[config.mk]
export PLATFORM = sky130hd
export DESIGN_NAME = scrambler_arb
export DESIGN_NICKNAME = d
export VERILOG_FILES = /design/src/rtl/scrambler_arb.sv
export SDC_FILE = /design/constraint.sdc
export NUM_CORES = 1
export LEC_CHECK = 0
export CAP_MARGIN = 20
export CORE_AREA = 5 5 91 93
export DETAILED_ROUTE_END_ITERATION = 10
export DIE_AREA = 0 0 96 98
export HOLD_SLACK_MARGIN = 0.03
export PLACE_DENSITY_LB_ADDON = 0.12
export SYNTH_ARGS = -nofsm -noshare
export SYNTH_HDL_FRONTEND = slang
export SYNTH_SLANG_ARGS = --single-unit
[constraint.sdc]
create_clock -name aclk -period 3 [get_ports aclk]
set_input_delay 0.6 -clock aclk [delete_from_list [all_inputs] [get_ports aclk]]
set_output_delay 0.6 -clock aclk [all_outputs]
set_load 0.01 [all_outputs]
[src/rtl/scrambler_arb.sv]
// scrambler_arb: frame-granular round-robin arbiter feeding a scrambler.
// Two AXI-Stream requesters are arbitrated a whole frame at a time; the
// winning beats are registered onto m_axis with a one-cycle latency and a
// per-frame scrambler seed is strobed at the start of every grant.
// Optional feature macro: SCRAMBLER_ARB_SEED_ROTATE_EN
//   defined   -> seed register starts at SEED_INIT and advances 1..127 per frame
//   undefined -> seed_tdata is the constant SEED_INIT (no seed register)
module scrambler_arb #(
  parameter int         WIDTH     = 32,
  parameter logic [6:0] SEED_INIT = 7'h7F
) (
  input  logic             aclk,
  input  logic             areset,
  input  logic [WIDTH-1:0] s0_axis_tdata,
  input  logic [3:0]       s0_axis_tuser,
  input  logic             s0_axis_tvalid,
  input  logic             s0_axis_tlast,
  output logic             s0_axis_tready,
  input  logic [WIDTH-1:0] s1_axis_tdata,
  input  logic [3:0]       s1_axis_tuser,
  input  logic             s1_axis_tvalid,
  input  logic             s1_axis_tlast,
  output logic             s1_axis_tready,
  output logic [WIDTH-1:0] m_axis_tdata,
  output logic [3:0]       m_axis_tuser,
  output logic             m_axis_tvalid,
  output logic             m_axis_tlast,
  output logic             m_axis_tid,
  input  logic             m_axis_tready,
  output logic [6:0]       seed_tdata,
  output logic             seed_tvalid,
  output logic [15:0]      frame_count
);

  typedef enum logic [1:0] {
    IDLE   = 2'd0,
    GRANT0 = 2'd1,
    GRANT1 = 2'd2
  } state_t;

  state_t state;
  state_t state_next;
  logic   last_served;   // requester that completed the most recent frame

  // The output register can take a new beat when empty or draining this cycle.
  logic out_free;
  logic acc0;
  logic acc1;
  logic beat_acc;
  logic frame_done;

  assign out_free       = !m_axis_tvalid || m_axis_tready;
  assign s0_axis_tready = (state == GRANT0) && out_free;
  assign s1_axis_tready = (state == GRANT1) && out_free;
  assign acc0           = s0_axis_tvalid && s0_axis_tready;
  assign acc1           = s1_axis_tvalid && s1_axis_tready;
  assign beat_acc       = acc0 || acc1;
  assign frame_done     = (acc0 && s0_axis_tlast) || (acc1 && s1_axis_tlast);

  // State register.
  always_ff @(posedge aclk) begin
    if (areset) begin
      state <= IDLE;
    end else begin
      state <= state_next;
    end
  end

  // Next-state logic: round-robin pick in IDLE, hold the grant until tlast.
  always_comb begin
    state_next = state;
    case (state)
      IDLE: begin
        if (s0_axis_tvalid && s1_axis_tvalid) begin
          state_next = last_served ? GRANT0 : GRANT1;
        end else if (s0_axis_tvalid) begin
          state_next = GRANT0;
        end else if (s1_axis_tvalid) begin
          state_next = GRANT1;
        end else begin
          state_next = IDLE;
        end
      end
      GRANT0: begin
        if (frame_done) begin
          state_next = IDLE;
        end else begin
          state_next = GRANT0;
        end
      end
      GRANT1: begin
        if (frame_done) begin
          state_next = IDLE;
        end else begin
          state_next = GRANT1;
        end
      end
      default: begin
        state_next = IDLE;
      end
    endcase
  end

  // Output beat register: load on accept, clear valid on a bare handshake, else hold.
  always_ff @(posedge aclk) begin
    if (areset) begin
      m_axis_tdata  <= '0;
      m_axis_tuser  <= 4'd0;
      m_axis_tvalid <= 1'b0;
      m_axis_tlast  <= 1'b0;
      m_axis_tid    <= 1'b0;
    end else if (beat_acc) begin
      m_axis_tdata  <= acc1 ? s1_axis_tdata : s0_axis_tdata;
      m_axis_tuser  <= acc1 ? s1_axis_tuser : s0_axis_tuser;
      m_axis_tlast  <= acc1 ? s1_axis_tlast : s0_axis_tlast;
      m_axis_tid    <= acc1;
      m_axis_tvalid <= 1'b1;
    end else if (m_axis_tvalid && m_axis_tready) begin
      m_axis_tvalid <= 1'b0;
    end
  end

  // Frame bookkeeping: remember the last winner and count completed frames.
  always_ff @(posedge aclk) begin
    if (areset) begin
      last_served <= 1'b1;
      frame_count <= 16'd0;
    end else if (frame_done) begin
      last_served <= acc1;
      frame_count <= frame_count + 16'd1;
    end
  end

  // Seed strobe: high for the first cycle of each grant.
  always_ff @(posedge aclk) begin
    if (areset) begin
      seed_tvalid <= 1'b0;
    end else begin
      seed_tvalid <= (state == IDLE) && (state_next != IDLE);
    end
  end

`ifdef SCRAMBLER_ARB_SEED_ROTATE_EN
  logic [6:0] seed;

  // Seed rotation: 1..127 increment, skipping 0, advanced once per completed frame.
  always_ff @(posedge aclk) begin
    if (areset) begin
      seed <= SEED_INIT;
    end else if (frame_done) begin
      seed <= (seed == 7'd127) ? 7'd1 : (seed + 7'd1);
    end
  end

  assign seed_tdata = seed;
`else
  assign seed_tdata = SEED_INIT;
`endif

endmodule

==> results of run 1 <==
## tightest hold or removal path, stage by stage, from the launching register on
cell and delay [ns]:
dfxtp_1 0.31, nand2_1 0.05, a21oi_1 0.05
## logic make-up (layout without fill, tap and decap cells)
kind of cell,after synthesis,in the layout,share of synthesized area
buffers and inverters,35,158,0.0706
other,1,7,0.00127
muxes,14,14,0.0536
AOI/OAI and AO/OA,59,59,0.174
and+or+nand+nor,182,182,0.295
adders and majority gates,1,1,0.00425
DFF,59,59,0.402
## layout make-up
type	count	area, um2	share of cell area
Multi-Input combinational cell	263	1580	0.350
Timing Repair Buffer	143	1430	0.319
Sequential cell	59	1180	0.263
Clock buffer	13	169	0.0376
Tap cell	102	128	0.0284
Clock inverter	2	10.0	0.00223
## flip-flops by register name, summed over array words and instances (netlist names)
register / flops
frame_count: 16
last_served: 1
m_axis_tdata: 32
m_axis_tid: 1
m_axis_tlast: 1
m_axis_tuser: 4
m_axis_tvalid: 1
seed_tvalid: 1
state: 2
## Yosys cell counts
library cell	number	area share
a211oi_1	3	0.0077
a21boi_0	1	0.0026
a21oi_1	13	0.022
a311oi_1	25	0.074
a311oi_2	11	0.056
a31oi_1	2	0.0043
and2_1	3	0.0064
and2b_4	2	0.0068
and3_1	4	0.0085
and4_1	6	0.018
buf_1	2	0.0026
buf_2	10	0.017
buf_4	8	0.020
buf_6	3	0.011
buf_8	1	0.0051
clkbuf_1	11	0.014
conb_1	1	0.0013
dfxtp_1	59	0.40
ha_1	1	0.0043
mux2_1	8	0.031
mux2_2	6	0.023
nand2_1	68	0.087
nand2_2	10	0.021
nand2b_1	3	0.0064
nand3_1	9	0.015
nand3_2	3	0.010
nand4_1	3	0.0064
nand4_2	1	0.0043
nor2_1	51	0.065
nor2b_1	14	0.030
nor3_1	2	0.0034
nor4_1	3	0.0064
o21ai_0	3	0.0051
o21ai_1	1	0.0017
## placed cells by master (no fill, tap or decap)
cell type          n
clkdlybuf4s50_1  135
nand2_1           68
dfxtp_1           59
nor2_1            51
a311oi_1          25
nor2b_1           14
a21oi_1           13
clkbuf_8          12
a311oi_2          11
nand2_2           10
nand3_1            9
mux2_1             8
conb_1             7
and4_1             6
mux2_2             6
buf_4              5
and3_1             4
nand2b_1           3
and2_1             3
nand3_2            3
nand4_1            3
a211oi_1           3
o21ai_0            3
nor4_1             3
and2b_4            2
nor3_1             2
a31oi_1            2
clkinv_2           2
buf_12             2
nand4_2            1
o21ai_1            1
a21boi_0           1
ha_1               1
clkbuf_1           1
buf_2              1
## worst paths after layout
check | from | end | slack, ns | cells past startpoint
hold reg to reg | m_axis_tid | m_axis_tid | 0.46 | 2
hold / removal | m_axis_tid | m_axis_tid | 0.46 | 2
setup reg to reg | state[0] | frame_count[13] | 1.18 | 4
setup / recovery | m_axis_tready | s1_axis_tready | 0.33 | 4
## per-layer routing
| layer | GRT usage | wire length, um |
|---|---|---|
| met2 | 0.288 | 3990 |
| met4 | 0.0810 | 168 |
| met3 | 0.0747 | 854 |
| met1 | 0.229 | 3580 |
| met5 | 0 | 0 |
## metrics by stage
step	setup slack [ns]	utilization	power, W	hold slack (ns)
floorplan	1.22	-	0.00104	0.459
global placement	0.326	0.580	0.00125	0.442
detailed placement	0.328	0.580	0.00125	0.449
CTS	0.311	0.604	0.00192	0.461
global route	0.236	0.604	0.00198	0.502
finish	0.334	0.604	0.00189	0.461
## report_power, final
| group | internal, W | switching (W) | leakage, nW |
|---|---|---|---|
| sequential | 0.000829 | 0.0000260 | 0.480 |
| clock | 0.000361 | 0.000297 | 0.0953 |
| combinational | 0.000220 | 0.000159 | 1.03 |
| total | 0.00141 | 0.000482 | 1.61 |
==> flow_metrics.env, run 1 <==
export IMPL_maxCapViolations=0
export IMPL_cpMostUsedCell="clkdlybuf4s50_1"
export IMPL_grt_pass1_wl_um=14100
export IMPL_syn_area_um2=2940
export IMPL_dp_cells=567
export IMPL_ant_nets=0
export IMPL_std_cell_rows=32
export IMPL_dr_pass1_iters=4
export IMPL_finalSetupTns_ns=0
export IMPL_io_pins=144
export IMPL_die_y_um=98
export IMPL_drc=0
export IMPL_clock_path_buffers=2
export IMPL_dieArea_um2=9410
export IMPL_period_needed_ns=2.67
export IMPL_slowest_delay_ns=0.53
export IMPL_via_per_inst=5.03
export IMPL_cts_hold_buf=0
export IMPL_gr_total_overflow=0
export IMPL_clk_latency_ns=0.33
export IMPL_start_util=0.395
export IMPL_rsz0062_at_grt="false"
export IMPL_numCtsBuffers=9
export IMPL_synthToLayoutAreaGrowth_pct=52.9
export IMPL_core_area_um2=7450
export IMPL_worstPathCellList="clkdlybuf4s50_1 -> nand2b_1 -> and2_1 -> clkdlybuf4s50_1"
export IMPL_setup_violations_final=0
export IMPL_slew_violations=0
export IMPL_grt_pass1_vias=3061
export IMPL_cts_tree="done"
export IMPL_clkTransAtPathRegs_ns=0.06
export IMPL_wire_per_inst_um=14.8
export IMPL_diodes=0
export IMPL_critPathBufInv=2
export IMPL_drt_iter0_drc=87
export IMPL_synth_seq_cells=59
export IMPL_grtUsageTotal=0.187
export IMPL_grt_max_degree=60
export IMPL_critPathLaunchType="input port"
export IMPL_cts_sinks=59
export IMPL_port_buffers=136
export IMPL_hold_violations=0
export IMPL_vias=2927
export IMPL_crit_arrival_ns=2.07
export IMPL_ys_warn_count=0
export IMPL_p_per_area_nw_per_um2=421
export IMPL_cts_resized=0
export IMPL_postSynthCellCount=351
export IMPL_max_slew_margin=0.462
export IMPL_finish_instance_area_um2=4500
export IMPL_clock_skew_ns=0.00785
export IMPL_fin_crit_sh=0.889
export IMPL_antenna_found_initial=0
export IMPL_gp_congestion=0.795
export IMPL_tightest_slew_ns=0.807
export IMPL_wirelength_um=8600
export IMPL_fmax_ghz=0.375
export IMPL_fin_nets=556
export IMPL_layout_drive_gt1_share=0.115
export IMPL_crit_slowest_cell="clkdlybuf4s50_1"
export IMPL_ys_types=34
export IMPL_cp_top_family="buffers and inverters"
export IMPL_root_buffer="clkbuf_8"
export IMPL_leakagePower_nw=1.61
export IMPL_cts_setup_buffers=0
export IMPL_dp_hpwl_um=6110
export IMPL_fillers=699
export IMPL_worstPathMaxFanout=7
export IMPL_die_x_um=96
export IMPL_htreeDepth=3
export IMPL_cp_data_required_time_ns=2.40
export IMPL_outcome="complete, no violations"
export IMPL_final_cells=582
export IMPL_seq_area_frac_synth=0.402
export IMPL_ir_worst_vdd_mv=0.252
export IMPL_critPathKind="in -> out"
export IMPL_syn_area_per_cell_um2=8.38
export IMPL_cp_end_kind="output port"
export IMPL_placed_cell_area_um2=4320
export IMPL_hold_class="reg -> reg"
Note: power is estimated with default switching activity, not from simulation.
==> run 2: changes to the inputs <==
--- a/config.mk
+++ b/config.mk
@@ -6,9 +6,9 @@
 export NUM_CORES = 1
 export LEC_CHECK = 0
 export CAP_MARGIN = 20
-export CORE_AREA = 5 5 91 93
+export CORE_AREA = 2 2 88 90
 export DETAILED_ROUTE_END_ITERATION = 10
-export DIE_AREA = 0 0 96 98
+export DIE_AREA = 0 0 90 92
 export HOLD_SLACK_MARGIN = 0.03
 export PLACE_DENSITY_LB_ADDON = 0.12
 export SYNTH_ARGS = -nofsm -noshare
==> run 2 against run 1 <==
Clock skew grew 0.0012 ns. Maximum frequency grew 6.0%. Global-route usage grew 0.97 points. Cell count grew 0.17%. Worst hold slack is essentially flat. Non-clock buffer count is the same. Die area shrank 12%. Worst setup slack gained 0.15 ns. Clock-buffer cell count shrank 2. Highest routed layer unchanged.
==> flow_metrics.env, run 2 (synthesis results as in run 1) <==
export IMPL_antenna_found_initial=0
export IMPL_rsz0062_at_grt="false"
export IMPL_cts_hold_buf=0
export IMPL_clkTransAtPathRegs_ns=0.07
export IMPL_crit_arrival_ns=1.92
export IMPL_worstPathMaxFanout=4
export IMPL_drt_iter0_drc=129
export IMPL_slowest_delay_ns=0.54
export IMPL_fin_crit_sh=0.839
export IMPL_dp_hpwl_um=5700
export IMPL_multi_input_area_um2=1580
export IMPL_cts_tree="done"
export IMPL_reg_top3="m_axis_tdata (32), frame_count (16), m_axis_tuser (4)"
export IMPL_numCtsBuffers=9
export IMPL_hold_ws_ns=0.461
export IMPL_layout_common_cells="clkdlybuf4s50_1 (135), nand2_1 (68), dfxtp_1 (59), nor2_1 (51), a311oi_1 (25)"
export IMPL_die_x_um=90
export IMPL_clock_path_buffers=2
export IMPL_wl_met2_um=3900
export IMPL_top_register="m_axis_tdata"
export IMPL_maxCapViolations=0
export IMPL_drc=0
export IMPL_slew_violations=0
export IMPL_cp_data_required_time_ns=2.40
export IMPL_leakagePower_nw=1.64
export IMPL_diodes=0
export IMPL_critPathLaunchType="input port"
export IMPL_grt_pass1_wl_um=13200
export IMPL_std_cell_rows=32
export IMPL_layout_drive_gt1_share=0.116
export IMPL_clock_skew_ns=0.00903
export IMPL_gr_total_overflow=0
export IMPL_worstPathCellList="clkdlybuf4s50_1 -> nand2b_1 -> and2_1 -> clkdlybuf4s50_1"
export IMPL_dr_pass1_iters=4
export IMPL_grtUsageTotal=0.197
export IMPL_vias=2940
export IMPL_cpMostUsedCell="clkdlybuf4s50_1"
export IMPL_period_needed_ns=2.52
export IMPL_fillers=668
export IMPL_grt_max_degree=50
export IMPL_ir_worst_vdd_mv=0.343
export IMPL_largest_register_ff_count=32
export IMPL_hold_violations=0
export IMPL_outcome="complete, no violations"
export IMPL_dr_wl_met3_um=740
export IMPL_hold_class="reg -> reg"
export IMPL_ant_nets=0
export IMPL_cts_setup_buffers=0
export IMPL_wirelength_met1_um=3370
export IMPL_finalSetupTns_ns=0
export IMPL_die_y_um=92
export IMPL_max_slew_margin=0.389
export IMPL_p_per_area_nw_per_um2=466
export IMPL_critPathKind="in -> out"
export IMPL_layout_commonest_cell="clkdlybuf4s50_1"
export IMPL_cts_sinks=59
export IMPL_grt_pass1_vias=2678
export IMPL_via_per_inst=5.04
export IMPL_fmax_ghz=0.397
export IMPL_wirelength_um=8200
export IMPL_seqCellArea_um2=1180
export IMPL_dieArea_um2=8280
export IMPL_cp_end_kind="output port"
export IMPL_postLayoutCoreUtil=0.614
export IMPL_cts_resized=0
export IMPL_setup_violations_final=0
export IMPL_htreeDepth=3
export IMPL_start_util=0.395
export IMPL_clk_latency_ns=0.34
export IMPL_io_pins=144
export IMPL_port_buffers=136
export IMPL_p_total_w=0.00213
export IMPL_root_buffer="clkbuf_8"
export IMPL_synthToLayoutAreaGrowth_pct=55.4
export IMPL_tightest_slew_ns=0.917
export IMPL_core_area_um2=7450
export IMPL_wire_per_inst_um=14.1
export IMPL_fin_nets=556
export IMPL_top_layer_used="met4"
export IMPL_gp_congestion=0.745
export IMPL_crit_slowest_cell="clkdlybuf4s50_1"
-- run 2: final timing paths --
path	startpoint	end	slack, ns	cells after the start
setup / recovery	m_axis_tready	s0_axis_tready	0.48	4
hold / removal	m_axis_tid	m_axis_tid	0.46	2
setup reg to reg	m_axis_tvalid	frame_count[14]	1.16	5
hold reg to reg	m_axis_tid	m_axis_tid	0.46	2
-- run 2: final cells by class --
cell class	instances	share of cell area
Tap cell	102	0.0279
Sequential cell	59	0.258
Clock inverter	5	0.0219
Clock buffer	11	0.0309
Timing Repair Buffer	143	0.316
Multi-Input combinational cell	263	0.345
-- run 2: where the power goes --
group          switching [W]  leakage, nW  total (W)  internal [W]
clock               0.000322        0.123   0.000895      0.000572
sequential         0.0000260        0.480   0.000855      0.000829
combinational       0.000158         1.04   0.000379      0.000221
total               0.000506         1.64    0.00213       0.00162
-- run 2: critical path: cells and delay by family --
| kind | cells | cell delay, ns |
|---|---|---|
| buffers and inverters | 2 | 0.98 |
| AND/OR/NAND/NOR | 2 | 0.34 |
-- run 2: metrics by stage --
step | instance area [um2] | setup WS (ns) | instances
global placement | 4330 | 0.403 | 567
CTS | 4570 | 0.464 | 583
finish | 4570 | 0.484 | 583
global route | 4570 | 0.418 | 583
detailed placement | 4330 | 0.371 | 567
floorplan | 2960 | 1.22 | 357
-- run 2: routing by layer --
metal,vias up,global-route usage
met3,15,0.0813
met2,102,0.314
met5,-,0
met4,0,0.0808
li1,1467,-
met1,1356,0.236
